File: config.mk
export PLATFORM = sky130hd
export DESIGN_NAME = tick_timer_bank
export DESIGN_NICKNAME = d
export VERILOG_FILES = /design/src/rtl/tick_timer_bank.sv
export SDC_FILE = /design/constraint.sdc
export NUM_CORES = 1
export LEC_CHECK = 0
export BUFFER_PORTS_ARGS = -buffer_cell sky130_fd_sc_hd__buf_2
export CORE_MARGIN = 3
export CORE_UTILIZATION = 61
export DETAILED_ROUTE_END_ITERATION = 10
export PLACE_DENSITY = 0.86
export SYNTH_ARGS = -nofsm -noshare
export SYNTH_HDL_FRONTEND = slang
export SYNTH_SLANG_ARGS = --single-unit
File: constraint.sdc
create_clock -name clk -period 8.85 [get_ports clk]
set_input_delay 0.4425 -clock clk [delete_from_list [all_inputs] [get_ports clk]]
set_output_delay 0.4425 -clock clk [all_outputs]
set_load 0.02 [all_outputs]
File: src/rtl/tick_timer_bank.sv
// tick_timer_bank
//   A bank of NUM_CH independent programmable tick timers, used for frame
//   pacing, pulse stretching and debounce timing. Each channel has:
//     - a runtime period,
//     - a periodic or one-shot mode,
//     - a pause enable,
//   and emits a 1-cycle done strobe at terminal count.
//
//   Optional feature, selected with the macro TIMER_BANK_IRQ_EN:
//   sticky per-channel done flags plus a combined irq output.
//
// Parameters
//   NUM_CH  number of channels (1..8)
//   CNT_W   counter/period width per channel
//
// Ports
//   clk        system clock
//   reset      synchronous, active-high
//   enable     per-channel run enable (0 = pause, count frozen)
//   oneshot    per-channel mode (1 = one-shot, 0 = periodic)
//   start      per-channel start/retrigger pulse
//   period     flat period vector, ch i = [i*CNT_W +: CNT_W]
//   done       1-cycle terminal-count strobe
//   busy       periodic: enable; one-shot: channel in RUN
//   count      flat current count, same packing as period
//   irq_clear  (TIMER_BANK_IRQ_EN) clear sticky flag
//   irq_flags  (TIMER_BANK_IRQ_EN) sticky done flags
//   irq        (TIMER_BANK_IRQ_EN) registered OR of irq_flags
module tick_timer_bank #(
   parameter int NUM_CH = 2,
   parameter int CNT_W  = 26
) (
   input  logic                    clk,
   input  logic                    reset,
   input  logic [NUM_CH-1:0]       enable,
   input  logic [NUM_CH-1:0]       oneshot,
   input  logic [NUM_CH-1:0]       start,
   input  logic [NUM_CH*CNT_W-1:0] period,
   output logic [NUM_CH-1:0]       done,
   output logic [NUM_CH-1:0]       busy,
   output logic [NUM_CH*CNT_W-1:0] count
`ifdef TIMER_BANK_IRQ_EN
   ,
   input  logic [NUM_CH-1:0]       irq_clear,
   output logic [NUM_CH-1:0]       irq_flags,
   output logic                    irq
`endif
);

   typedef enum logic {IDLE, RUN} state_t;

   localparam logic [CNT_W-1:0] ONE = CNT_W'(1);

   for (genvar i = 0; i < NUM_CH; i++) begin : g_ch
      state_t           st_q, st_d;
      logic [CNT_W-1:0] cnt_q, cnt_d;
      logic [CNT_W-1:0] plen_q, plen_d;
      logic [CNT_W-1:0] p_last;
      logic [CNT_W-1:0] p_in;
      logic             done_q, done_d;
      logic             active;

      assign p_in   = period[i*CNT_W +: CNT_W];
      // A latched period of 0 behaves as 1: terminal count every tick.
      assign p_last = (plen_q == '0) ? '0 : plen_q - ONE;
      // Periodic channels run regardless of state; one-shot needs RUN.
      assign active = (st_q == RUN) || !oneshot[i];

      always_comb begin
         st_d   = st_q;
         cnt_d  = cnt_q;
         plen_d = plen_q;
         done_d = 1'b0;
         if (start[i]) begin
            // Start/retrigger wins over terminal count and arms even while paused.
            st_d   = RUN;
            cnt_d  = '0;
            plen_d = p_in;
         end else if (enable[i] && active) begin
            if (cnt_q == p_last) begin
               cnt_d  = '0;
               done_d = 1'b1;
               plen_d = p_in;
               // Mode is sampled here, so a mode change lands at terminal count.
               st_d   = oneshot[i] ? IDLE : RUN;
            end else begin
               cnt_d = cnt_q + ONE;
               st_d  = RUN;
            end
         end
      end

      always_ff @(posedge clk) begin
         if (reset) begin
            st_q   <= IDLE;
            cnt_q  <= '0;
            plen_q <= p_in;
            done_q <= 1'b0;
         end else begin
            st_q   <= st_d;
            cnt_q  <= cnt_d;
            plen_q <= plen_d;
            done_q <= done_d;
         end
      end

      assign done[i]                  = done_q;
      assign count[i*CNT_W +: CNT_W]  = cnt_q;
      // Masked during reset so every output reads 0 while reset is held.
      assign busy[i] = !reset && (oneshot[i] ? (st_q == RUN) : enable[i]);
   end

`ifdef TIMER_BANK_IRQ_EN
   always_ff @(posedge clk) begin
      if (reset) begin
         irq_flags <= '0;
         irq       <= 1'b0;
      end else begin
         // Set wins over a same-cycle clear.
         irq_flags <= done | (irq_flags & ~irq_clear);
         irq       <= |irq_flags;
      end
   end
`endif

endmodule

==> impl_metrics.env <==
export IMPL_drive_gt1_share_pct=18.5
export IMPL_end_kind="flop"
export IMPL_syn_nets=802
export IMPL_fp_dieW_um=111
export IMPL_synth_area_um2=6720
export IMPL_hold_slack_ns=0.213
export IMPL_grt_pass1_wl_um=28500
export IMPL_max_cap_violations=0
export IMPL_viasPerCell=6.37
export IMPL_cts_sinks=108
export IMPL_ys_seq_area_share_pct=39.9
export IMPL_final_setup_skew_ns=0.0175
export IMPL_synth_async_reset_ratio_pct=0
export IMPL_finalSetupViolCount=0
export IMPL_synth_cells=738
export IMPL_h_tree_depth=3
export IMPL_drt_iter0_markers=565
export IMPL_hold_viol=0
export IMPL_hold_class="in -> reg"
export IMPL_std_cell_rows=37
export IMPL_grt_max_degree=33
export IMPL_cts_buffer_depth=2
export IMPL_crit_path_start="g_ch[1].plen_q[0]"
export IMPL_fin_tns_setup_ns=0
export IMPL_dieArea_um2=12300
export IMPL_cp_required_ns=8.85
export IMPL_cts_root_buf="clkbuf_8"
export IMPL_ir_worst_vdd_uv=155
export IMPL_finalMaxSlewViolations=0
export IMPL_ios=116
export IMPL_cts_resized=0
export IMPL_nNetsFinal=887
export IMPL_antenna_found_initial=0
export IMPL_yosysUniqueCellTypes=74
export IMPL_clkSlewWorstSetupHoldPaths_ns=0.11
export IMPL_drt_pass1_iterations=5
export IMPL_grt_pass1_vias=5688
export IMPL_port_buffers=115
export IMPL_final_cell_area_um2=7470
export IMPL_fin_crit_ns=5.74
export IMPL_grt_overflow=0
export IMPL_place_gp_congestion=0.965
export IMPL_final_cells=964
export IMPL_slew_headroom_pct=19.3
export IMPL_synth_edf_count=52
export IMPL_cts_tree="yes"
export IMPL_cts_buffers=9
export IMPL_die_h_um=111
export IMPL_synth_ff_type="dfxtp_1"
export IMPL_grtUsageTotal_pct=28.4
export IMPL_wire_per_inst_um=18.1
export IMPL_areaGrowthSynthToFinish_pct=11.2
export IMPL_worstSetupPathType="reg -> reg"
export IMPL_syn_area_per_cell_um2=9.10
export IMPL_ctsHoldBuffers=0
export IMPL_post_route_drc_count=0
export IMPL_pwr_density_cell_nw_per_um2=133
export IMPL_antennaDiodeCount=0
export IMPL_reg2reg_from="g_ch[1].plen_q[0]"
export IMPL_dp_cells=948
export IMPL_cp_start_kind="flop"
export IMPL_num_vias=6139
export IMPL_fin_crit_sh_pct=64.9
export IMPL_clkLatencyLatePin_ns=0.39
export IMPL_fmax_ghz=0.174
export IMPL_start_util_pct=63.9
export IMPL_p_leak_nw=2.64
export IMPL_status="complete, no violations"
export IMPL_ys_ff_latch=108
export IMPL_cp_data_arrival_time_ns=5.74
export IMPL_worst_slew_pin_slew_ns=1.21
export IMPL_ys_warn_count=0
export IMPL_core_um2=10500
export IMPL_cp_max_fo=26
export IMPL_rsz0062_at_grt="false"
export IMPL_post_cts_buffers=0
export IMPL_ant_nets=0
export IMPL_holdCritStartpoint="period[48]"
export IMPL_dpl_instance_area_um2=7270
export IMPL_rrSetupSlack_ns=3.11
export IMPL_totalWireLength_um=17500
export IMPL_dp_hpwl_um=13200
export IMPL_final_util_pct=71.1
layout make-up:
| type | count | area [um^2] |
|---|---|---|
| sequential | 108 | 2680 |
| clock inverter | 7 | 75.1 |
| clock buffer | 9 | 124 |
| inverter | 15 | 56.3 |
| multi-input combinational | 573 | 3780 |
| timing repair buffer | 116 | 583 |
| fill | 839 | 3040 |
| tap | 136 | 170 |
routing by layer:
| metal | track usage (%) | share of wire, % | vias up |
|---|---|---|---|
| li1 | - | - | 2939 |
| met1 | 41.0 | 45 | 2883 |
| met2 | 42.2 | 44 | 290 |
| met3 | 6.77 | 9.7 | 27 |
| met4 | 8.70 | 1.6 | 0 |
| met5 | 0 | 0 | - |
cell families after synthesis:
logic type | count (synthesis) | synth area share [%]
AND/OR/NAND/NOR | 356 | 30.2
AO/OA/AOI/OAI | 109 | 11.4
flip-flops | 108 | 39.9
XOR/XNOR | 96 | 12.7
buffers and inverters | 57 | 3.82
multiplexers | 8 | 1.21
adder cells (fa/ha/maj) | 4 | 0.745
cell usage in the layout (no fill, tap or decap), types with 4 or more instances in the layout:
cell and count:
a21oi_1 15, a31oi_1 10, and2_1 4, and3_1 12, and4_1 6, buf_2 115, clkbuf_8 9, dfxtp_1 56
edfxtp_1 52, ha_1 4, inv_1 15, mux2i_1 7, nand2_1 52, nand2b_1 10, nand3_1 32, nand4_1 19
nand4b_1 4, nor2_1 49, nor2b_1 11, nor3_1 53, nor3_2 4, nor3b_1 8, nor4_1 43, nor4_2 5
o21a_1 10, o21ai_0 19, o22ai_1 7, o31ai_1 6, or2_2 6, or3_1 15, or4_1 9, xnor2_1 44
xor2_1 51
registers in the layout, indices dropped and copies added, names as in the netlist:
name,cells
g_ch.done_q,2
g_ch.st_q,2
g_ch.plen_q,52
g_ch.cnt_q,52
critical path: stages (launching register included):
cell      delay [ns]
edfxtp_1        0.52
inv_1           0.10
ha_1            0.27
nor4b_2         0.45
nand4b_1        0.27
nor2_1          0.63
a31oi_1         0.08
or3_1           0.33
a2111o_1        0.40
nor4_2          0.44
and3_1          0.83
nand2b_1        1.01
synth_stat cells (6+ instances only):
master | instances | area share (%)
and3_1 | 12 | 1.1
nor4_1 | 43 | 4.0
nor3b_1 | 8 | 0.89
mux2i_1 | 7 | 1.0
o22ai_1 | 7 | 0.65
or3_1 | 15 | 1.4
clkbuf_1 | 28 | 1.6
dfxtp_1 | 56 | 17
o31ai_1 | 6 | 0.67
or4_1 | 9 | 1.0
nor2b_1 | 11 | 1.0
o21a_1 | 10 | 1.1
xnor2_1 | 44 | 5.7
edfxtp_1 | 52 | 23
a31oi_1 | 10 | 0.93
xor2_1 | 51 | 6.7
nor2_1 | 49 | 2.7
nand4_1 | 19 | 1.8
nand3_1 | 32 | 2.4
nand2b_1 | 10 | 0.93
a21oi_1 | 15 | 1.1
or2_2 | 6 | 0.56
nor3_1 | 53 | 3.9
and4_1 | 6 | 0.78
o21ai_0 | 19 | 1.4
inv_1 | 15 | 0.84
nand2_1 | 52 | 2.9
report_power, final:
part | total, W | switching (W) | internal, W
clock network | 0.000306 | 0.000173 | 0.000133
registers | 0.000580 | 0.0000322 | 0.000548
logic | 0.000109 | 0.0000622 | 0.0000471
total | 0.000995 | 0.000268 | 0.000727
final timing paths:
kind | end | cells past startpoint
worst min-delay path | g_ch[1].plen_q[22] | 1
worst min register to register | g_ch[0].st_q | 2
worst max register to register | g_ch[1].plen_q[4] | 11
worst max-delay path | g_ch[1].plen_q[4] | 11
metrics by stage:
stage / power [W] / worst slack (ns)
finish: 0.000995 / 3.11
floorplan: 0.000657 / 4.74
detailed placement: 0.000698 / 3.17
global route: 0.00104 / 2.72
global placement: 0.000692 / 3.49
CTS: 0.000997 / 3.18
(Power assumes the default switching activity.)
